## src/rtl/crc_lut_engine.sv

```systemverilog
// crc_lut_engine: word-wide CRC over four external byte-slice tables, one word per cycle, framed result with handshake
module crc_lut_engine #(
  parameter logic [31:0] INIT   = 32'hFFFFFFFF,
  parameter logic [31:0] XOROUT = 32'hFFFFFFFF
) (
  input  logic        clk,
  input  logic        rst,
  input  logic        in_valid,
  output logic        in_ready,
  input  logic [31:0] in_data,
  input  logic        in_sof,
  input  logic        in_eof,
  output logic        out_valid,
  input  logic        out_ready,
  output logic [31:0] out_crc,
  output logic [15:0] out_words,
  output logic [31:0] t1_addr,
  output logic [31:0] t2_addr,
  output logic [31:0] t3_addr,
  output logic [31:0] t4_addr,
  input  logic [31:0] t1_rdata,
  input  logic [31:0] t2_rdata,
  input  logic [31:0] t3_rdata,
  input  logic [31:0] t4_rdata
);
  typedef enum logic [1:0] {IDLE, ACCUM, DONE} state_t;
  state_t      r_state;
  logic [31:0] r_crc;
  logic [15:0] r_cnt;
  logic        r_valid;
  logic        w_acc;
  logic        w_new;
  logic [31:0] w_x;
  // a pending result blocks input until downstream takes it, so both can happen in one cycle
  assign in_ready  = !rst && (r_state != DONE || out_ready);
  assign w_acc     = in_valid && in_ready;
  assign w_new     = r_state != ACCUM || in_sof;
  assign w_x       = (w_new ? INIT : r_crc) ^ in_data;
  assign t4_addr   = {24'd0, w_x[31:24]};
  assign t3_addr   = {24'd0, w_x[23:16]};
  assign t2_addr   = {24'd0, w_x[15:8]};
  assign t1_addr   = {24'd0, w_x[7:0]};
  assign out_valid = r_valid;
  assign out_crc   = r_crc ^ XOROUT;
  assign out_words = r_cnt;
  always_ff @(posedge clk or posedge rst) begin
    if (rst) begin
      r_state <= IDLE;
      r_crc   <= INIT;
      r_cnt   <= '0;
      r_valid <= 1'b0;
    end else if (w_acc) begin
      r_state <= in_eof ? DONE : ACCUM;
      r_valid <= in_eof;
      r_crc   <= t4_rdata ^ t3_rdata ^ t2_rdata ^ t1_rdata;
      r_cnt   <= w_new ? 16'd1 : (&r_cnt ? r_cnt : r_cnt + 16'd1);
    end else if (r_state == DONE && out_ready) begin
      r_state <= IDLE;
      r_valid <= 1'b0;
    end
  end
endmodule
```

## config.mk

```make
export PLATFORM = sky130hd
export DESIGN_NAME = crc_lut_engine
export DESIGN_NICKNAME = d
export VERILOG_FILES = /design/src/rtl/crc_lut_engine.sv
export SDC_FILE = /design/constraint.sdc
export NUM_CORES = 1
export LEC_CHECK = 0
export ABC_AREA = 1
export CAP_MARGIN = 10
export CORE_AREA = 2 2 134 136
export CTS_CLUSTER_DIAMETER = 40
export DETAILED_ROUTE_END_ITERATION = 12
export DIE_AREA = 0 0 136 138
export PLACE_DENSITY = 0.69
export SETUP_SLACK_MARGIN = 0.15
export SLEW_MARGIN = 20
export SYNTH_ARGS = -nofsm -noshare
export SYNTH_HDL_FRONTEND = slang
export SYNTH_SLANG_ARGS = --single-unit
```

## constraint.sdc

```tcl
create_clock -name clk -period 1.5 [get_ports clk]
set_clock_uncertainty 0.1 [all_clocks]
set_input_delay 0.15 -clock clk [delete_from_list [all_inputs] [get_ports clk]]
set_output_delay 0.15 -clock clk [all_outputs]
set_load 0.01 [all_outputs]
```

==> PnR_summary.wiki, run 1 <==
{| class="wikitable"
! Metric !! Value
|-
| Number of buffers created by CTS || 5
|-
| Violations in the final reports || negative setup slack
|-
| Fraction of layout instances using a drive strength above 1 || 0.414
|-
| Share of synthesized area occupied by flip-flops and latches || 0.286
|-
| PD cells || 721 nW/µm²
|-
| Sequential cell area || 1290 µm²
|-
| Floorplan Core Area || 17500 µm²
|-
| Fillers || between 1500 and 2000
|-
| Number of antenna violations at the first check in global routing || 1
|-
| Hold Path Sink || r_state[1]$_DFFE_PP0P_
|-
| Aggregate routed wire length || roughly 16 mm
|-
| Required time worst endpoint || 1.25 ns
|-
| Portion of total power attributed to combinational logic || 0.500
|-
| Outcome || complete, but fails checks
|-
| Cell Area, Placed || 7170 µm²
|-
| Standby leakage power || 3.59 nW
|-
| Port buffer count || 247
|-
| Worst Hold Class || primary input to flop
|-
| Final setup vio count || 81
|-
| CP endpoint kind || output pin
|-
| Latest clock arrival within the worst-skew pair || 0.29 ns
|-
| Number of antenna-violating nets in the routed design || 0
|-
| Post-synth cell types || 26
|-
| Final hold violations || 0
|-
| Area enclosed by the die boundary || 18800 µm²
|-
| Final number of max-transition violations || 0
|-
| Buffer levels on the longest clock path || 2
|-
| Final period util || 1.27
|-
| Design internal power || around 3.9 mW
|-
| Number of levels in the clock H-tree || 2
|-
| Post-synthesis to final-layout area growth || 87.1%
|-
| TritonCTS sink count || 50
|-
| Start of the worst register-to-register path || r_state[0]$_DFFE_PP0P_
|-
| Cell depth of the worst flop-to-flop path || 12
|-
| Aggregate global-route resource usage || 0.172
|-
| Total chip power || 6.10 mW
|-
| Final Critical Period || around 1.9 ns
|-
| Worst path setup slack after routing || -0.400 ns
|-
| First-iteration detailed-routing DRC count || ~150
|-
| Critical register-to-register path endpoint || out_words[8]$_DFFE_PP0P_
|-
| Cell at the root of the clock tree || clkbuf_16
|-
| Final routed DRC violation total || 0
|-
| Die extent in x || ~140 µm
|-
| RSZ-0062 raised after global routing || true
|-
| Wire length of the first global-routing pass || 25.0 mm
|-
| Effective utilization at floorplan || 0.258
|-
| NumNets Final || between 1000 and 1500
|-
| Tightest Pin Transition || 0.677 ns
|-
| TritonCTS clock tree || built
|-
| Fraction of the mapped netlist area in compound gates || 0.0570
|-
| CTS clk-pin slew, worst paths || 0.06 ns
|-
| Delay of the slowest critical-path stage || 0.36 ns
|-
| Pin count of the biggest net entering global routing || around 50
|-
| Slowest stage cell on the critical path || dfrtp_1
|-
| Post-synthesis share of cell area spent on xor and xnor gates || 0.200
|-
| Data arrival at the endpoint of the critical path || 1.65 ns
|-
| Detailed placement HPWL || 11.1 mm
|-
| Start point of the worst hold path || in_eof
|-
| Final global-route overflow total || 0
|-
| Final estimated routing congestion in global placement || 0.796
|-
| CTS Hold Buffers Added || 0
|-
| Switching power total || 2.21 mW
|-
| Worst slew margin relative to its limit || 0.549
|-
| Yosys warnings || 0
|-
| Part of the total power dissipated in the clock network || 0.187
|-
| Worst supply voltage drop on vdd || 0.462 mV
|-
| Critical path start-end classification || flop to output pin
|-
| Dominant combinational cell family by area after synthesis || simple AND/OR/NAND/NOR gates
|-
| TritonRoute pass-1 iters || 4
|-
| Adder-cell area share of the yosys netlist || 0.00277
|-
| FF-to-FF setup slack || -0.36 ns
|-
| Die Y || 138 µm
|-
| Post-Synth Simple-Gate Area || 0.235
|-
| Critical Path Most Common Cell || nor2_4
|-
| Multiplexer share of the synthesized area || 0
|-
| Post-Synthesis Mean Instance Area || around 7.6 µm²
|-
| Utilization of the core after routing || 0.482
|-
| Number of placement rows || 49
|-
| Highest clock rate || ~530 MHz
|-
| Sw Ratio || 0.362
|-
| Highest net fanout along the worst path || 8
|-
| Total standard cell area after synthesis || between 4000 and 5000 µm²
|-
| Hold path cells || 3
|-
| Via count of the first global-routing pass || 4638
|-
| Cell-by-cell listing of the critical path || inv_2 -> nor2_4 -> nand2_8 -> buf_6 -> buf_16 -> nor2_4 -> xnor2_2 -> buf_2
|-
| Ratio of routed vias to standard cells || around 4.1
|-
| Post-DR wirelength/cell || 14.4 µm
|-
| Total non-filler cell area in the finished layout || about 8500 µm²
|-
| Pre-CTS setup slack || -0.592 ns
|-
| Register share of total power || 0.313
|-
| Vias after detailed routing || 4643
|-
| Startpoint kind of the worst setup timing path || flop
|-
| Instance count of the mapped netlist || approximately 600
|-
| Max-cap violation count || 0
|-
| Number of flip-flops and latches in the synthesized netlist || 50
|-
| Ports || 344
|-
| Area of the multi-input gates || around 3400 µm²
|}
==> worst max-delay path, delay by kind of cell, from the launching register on <==
kind                   cells  cell delay [ns]
XOR/XNOR                   1             0.12
AND/OR/NAND/NOR            3             0.36
flip-flops                 1             0.36
buffers and inverters      4             0.52
==> how the worst max path moves through the flow <==
| stage | from | to | slack, ns | depth (start not counted) |
|---|---|---|---|---|
| 2_1_floorplan | rst | r_state[0]$_DFFE_PP0P_ | -0.33 | 7 |
| 3_3_place_gp | in_sof | t3_addr[6] | -0.60 | 7 |
| 3_5_place_dp | in_sof | t4_addr[7] | -0.59 | 7 |
| 4_1_cts | r_state[0]$_DFFE_PP0P_ | t3_addr[6] | -0.44 | 8 |
| 5_1_grt | r_state[0]$_DFFE_PP0P_ | t3_addr[6] | -0.52 | 8 |
| 6_report | r_state[0]$_DFFE_PP0P_ | t3_addr[6] | -0.40 | 8 |
==> Yosys cell counts <==
master    count  share of area
nor2_4        2         0.0050
nand4_1       7         0.0097
buf_2         3         0.0033
nand2_2       2         0.0028
buf_8         1         0.0033
nor2_1       49          0.041
nand3_1      44          0.049
nand2_1      92          0.076
dfstp_2      32           0.19
ha_1          1         0.0028
buf_4        97           0.16
dfrtp_1      18           0.10
nand2_4       2         0.0050
or2_2        32          0.044
nor2_2        1         0.0014
nor3_1        1         0.0011
inv_1        52          0.043
conb_1        1        0.00083
clkbuf_1      6         0.0050
xor2_1        4         0.0077
o21ai_2       6          0.012
o21ai_0      38          0.042
xnor2_1      99           0.19
o21ai_1       3         0.0033
inv_2         1        0.00083
buf_6         1         0.0025
==> metrics by stage <==
stage,hold slack [ns],TNS [ns],cells
final,0.380,-16.83,1139
after global routing,0.392,-26.67,1139
after floorplan,0.0930,-12.33,690
after CTS,0.336,-18.45,1133
after detailed placement,0.388,-27.45,1094
after global placement,0.384,-25.81,1094
==> power by group through the flow <==
stage,Clock (mW),Sequential (mW),Combinational [mW]
after floorplan,0,1.81,1.30
after global placement,0,1.83,2.55
after detailed placement,0,1.82,2.58
after CTS,1.20,1.89,2.86
after global routing,1.25,1.94,3.29
final,1.14,1.91,3.05
==> cell type report <==
type                    count  area share
well taps                 229      0.0339
clock buffers               8      0.0161
multi-input cells         480       0.406
diodes                      1    0.000296
flip-flops and latches     50       0.153
repair inverters            1     0.00133
inverters                  53      0.0251
repair buffers            317       0.364
==> sequential cells by signal, indices dropped and copies added (netlist names) <==
name and flops:
out_words 16, r_crc 32, r_state 2
==> logic make-up after synthesis <==
| family | count (synthesis) |
|---|---|
| and+or+nand+nor | 232 |
| buffers and inverters | 161 |
| adders and majority gates | 1 |
| DFF | 50 |
| AOI/OAI and AO/OA | 47 |
| xor gates and xnor gates | 103 |
| other | 1 |
==> placed cells by master (no fill, tap or decap), drive strengths merged <==
master         instances
clkdlybuf4s50        165
buf                  134
xnor2                 99
nand2                 97
conb                  96
inv                   53
nor2                  52
o21ai                 47
nand3                 44
or2                   32
dfstp                 32
dfrtp                 18
clkbuf                15
dlygate4sd2            9
nand4                  7
xor2                   4
diode                  1
clkinvlp               1
nor3                   1
ha                     1
bufbuf                 1
clkdlybuf4s15          1
==> routing by layer <==
metal | up-vias | share of wire | global-route usage
li1 | 2293 | - | -
met1 | 2143 | 0.40 | 0.213
met2 | 189 | 0.52 | 0.299
met3 | 18 | 0.062 | 0.0396
met4 | 0 | 0.020 | 0.0455
met5 | - | 0 | 0
==> timing repair <==
| item | 4_1_cts | 5_1_grt |
|---|---|---|
| gates cloned | 13 | 0 |
| pin swaps | 12 | 34 |
| setup buffers | 18 | 5 |
| resized for setup | 453 | 108 |
| endpoints found under the setup margin | 132 | 103 |
Power figures use the tool's default switching activity.
==> run 2, diff against run 1 <==
--- a/config.mk
+++ b/config.mk
@@ -7,11 +7,11 @@
 export LEC_CHECK = 0
 export ABC_AREA = 1
 export CAP_MARGIN = 10
-export CORE_AREA = 2 2 134 136
+export CORE_AREA = 2 2 135 137
 export CTS_CLUSTER_DIAMETER = 40
 export DETAILED_ROUTE_END_ITERATION = 12
-export DIE_AREA = 0 0 136 138
-export PLACE_DENSITY = 0.69
+export DIE_AREA = 0 0 137 139
+export PLACE_DENSITY = 0.68
 export SETUP_SLACK_MARGIN = 0.15
 export SLEW_MARGIN = 20
 export SYNTH_ARGS = -nofsm -noshare
==> PnR_summary.wiki, run 2 (synthesis results as in run 1) <==
{| class="wikitable"
! Metric !! Value
|-
| Outcome || complete, but fails checks
|-
| Violations in the final reports || negative setup slack
|-
| Floorplan Core Area || 17700 µm²
|-
| Commonest cells after routing, fill and taps aside || clkdlybuf4s50_1 (165), conb_1 (96), xnor2_1 (95), nand2_1 (82), buf_2 (61)
|-
| Pin count of the biggest net entering global routing || 28
|-
| Post-DR wirelength/cell || 14.3 µm
|-
| Area enclosed by the die boundary || around 19000 µm²
|-
| Startpoint kind of the worst setup timing path || flop
|-
| Utilization of the core after routing || 0.470
|-
| Wire length of the first global-routing pass || between 20 and 25 mm
|-
| Final global-route overflow total || 0
|-
| Max-cap violation count || 0
|-
| Max reg flops || 32
|-
| Final period util || 1.22
|-
| Ports || roughly 340
|-
| PD cells || 735 nW/µm²
|-
| Cell Area, Placed || about 7200 µm²
|-
| Aggregate routed wire length || 16.3 mm
|-
| TritonCTS clock tree || built
|-
| Fraction of layout instances using a drive strength above 1 || 0.388
|-
| Data arrival at the endpoint of the critical path || 1.58 ns
|-
| Standby leakage power || 3.55 nW
|-
| Cell at the root of the clock tree || clkbuf_16
|-
| Total length of routed met2 wires || 8.70 mm
|-
| Highest net fanout along the worst path || 7
|-
| Final antenna diode count || 0
|-
| Port buffer count || ~250
|-
| Final setup vio count || 83
|-
| Register with the highest flop count || r_crc
|-
| Buffer levels on the longest clock path || 2
|-
| Aggregate global-route resource usage || 0.167
|-
| Final estimated routing congestion in global placement || 0.808
|-
| Met3 wire len || 774 µm
|-
| RSZ-0062 raised after global routing || true
|-
| First-iteration detailed-routing DRC count || 111
|-
| Critical path endpoint || t4_addr[6]
|-
| Worst Hold Class || primary input to async pin
|-
| Met1 layer wirelength in the final routing || 6.53 mm
|-
| Total non-filler cell area in the finished layout || 8300 µm²
|-
| Number of buffers created by CTS || 5
|-
| Final hold violations || 0
|-
| Fin Setup TNS || -16.68 ns
|-
| Final routed DRC violation total || 0
|-
| Critical register-to-register path endpoint || out_words[11]$_DFFE_PP0P_
|-
| Highest clock rate || 547 MHz
|-
| Uppermost metal layer occupied by signal nets || met4
|-
| Critical path start-end classification || flop to output pin
|-
| Cell depth of the worst flop-to-flop path || 12
|-
| Hold_ws || 0.329 ns
|-
| Final number of max-transition violations || 0
|-
| Latest clock arrival within the worst-skew pair || 0.30 ns
|-
| TritonCTS sink count || 50
|-
| Via count of the first global-routing pass || approximately 4600
|-
| CTS Hold Buffers Added || 0
|-
| Worst supply voltage drop on vdd || 0.445 mV
|-
| TritonRoute pass-1 iters || 4
|-
| Post-synthesis to final-layout area growth || 83.7%
|-
| CP endpoint kind || output pin
|-
| Number of antenna-violating nets in the routed design || 0
|-
| Die Y || ~140 µm
|-
| NumNets Final || 1075
|-
| Number of antenna violations at the first check in global routing || 0
|-
| FF-to-FF setup slack || -0.24 ns
|-
| Effective utilization at floorplan || 0.256
|-
| Worst path setup slack after routing || -0.327 ns
|-
| Worst Setup SP || r_state[0]$_DFFE_PP0P_
|-
| Die extent in x || 137 µm
|-
| Vias after detailed routing || 4602
|-
| Fillers || between 1500 and 2000
|-
| Required time worst endpoint || about 1.3 ns
|-
| CTS clk-pin slew, worst paths || ~0.07 ns
|-
| Start of the worst register-to-register path || r_state[0]$_DFFE_PP0P_
|-
| Number of placement rows || 49
|-
| Final Critical Period || 1.83 ns
|-
| Most frequent standard cell in the layout excluding fill and tap cells || clkdlybuf4s50_1
|-
| Detailed placement HPWL || 11.7 mm
|-
| Ratio of routed vias to standard cells || just over 4
|-
| Number of levels in the clock H-tree || 2
|}
[run 2: worst min-delay path by stage]
| stage | from | endpoint | slack [ns] | cells after the start |
|---|---|---|---|---|
| global placement | r_crc[21]$_DFFE_PP1P_ | r_crc[21]$_DFFE_PP1P_ | 0.39 | 2 |
| CTS | rst | out_words[11]$_DFFE_PP0P_ | 0.32 | 3 |
| finish | rst | r_state[0]$_DFFE_PP0P_ | 0.33 | 3 |
| floorplan | rst | out_words[0]$_DFFE_PP0P_ | 0.09 | 1 |
| global route | rst | out_words[9]$_DFFE_PP0P_ | 0.36 | 3 |
| detailed placement | r_crc[21]$_DFFE_PP1P_ | r_crc[21]$_DFFE_PP1P_ | 0.40 | 2 |
[run 2: routing by layer]
layer,up-vias,global-route usage
met3,21,0.0292
met2,168,0.298
met1,2126,0.203
met5,-,0
met4,0,0.0477
li1,2287,-
[run 2: layout make-up]
| class | count | area, µm² | area share |
|---|---|---|---|
| Timing Repair Buffer | 318 | 3080 | 0.371 |
| Inverter | 53 | 210 | 0.0253 |
| Tap cell | 229 | 287 | 0.0345 |
| Clock buffer | 8 | 166 | 0.0200 |
| Sequential cell | 50 | 1290 | 0.156 |
| Multi-Input combinational cell | 480 | 3270 | 0.394 |
[run 2: worst max-delay path, cell delays in order (launching register included)]
cell	delay, ns
dfrtp_1	0.36
inv_2	0.06
nor2_4	0.10
nand2_4	0.09
buf_12	0.14
buf_16	0.14
nor2_2	0.09
xnor2_1	0.13
buf_2	0.17
[run 2: where the power goes]
| group | switching [mW] | internal, mW | leakage, nW | total, mW |
|---|---|---|---|---|
| registers | 0.193 | 1.68 | 0.578 | 1.87 |
| logic | 1.41 | 1.50 | 2.89 | 2.91 |
| clock network | 0.562 | 0.758 | 0.0832 | 1.32 |
[run 2: through the flow]
step / cells / setup slack, ns / total power, mW
global placement: 1090 / -0.648 / 4.37
finish: 1138 / -0.327 / 6.10
floorplan: 690 / -0.328 / 3.11
CTS: 1129 / -0.335 / 5.92
global route: 1138 / -0.398 / 6.44
detailed placement: 1090 / -0.657 / 4.40
[run 2: repair_timing]
item / in CTS / in global routing
pin swaps: 15 / 19
buffers inserted: 21 / 6
gates resized for setup: 439 / 69
cloned: 10 / 3
setup endpoints to repair: 132 / 93
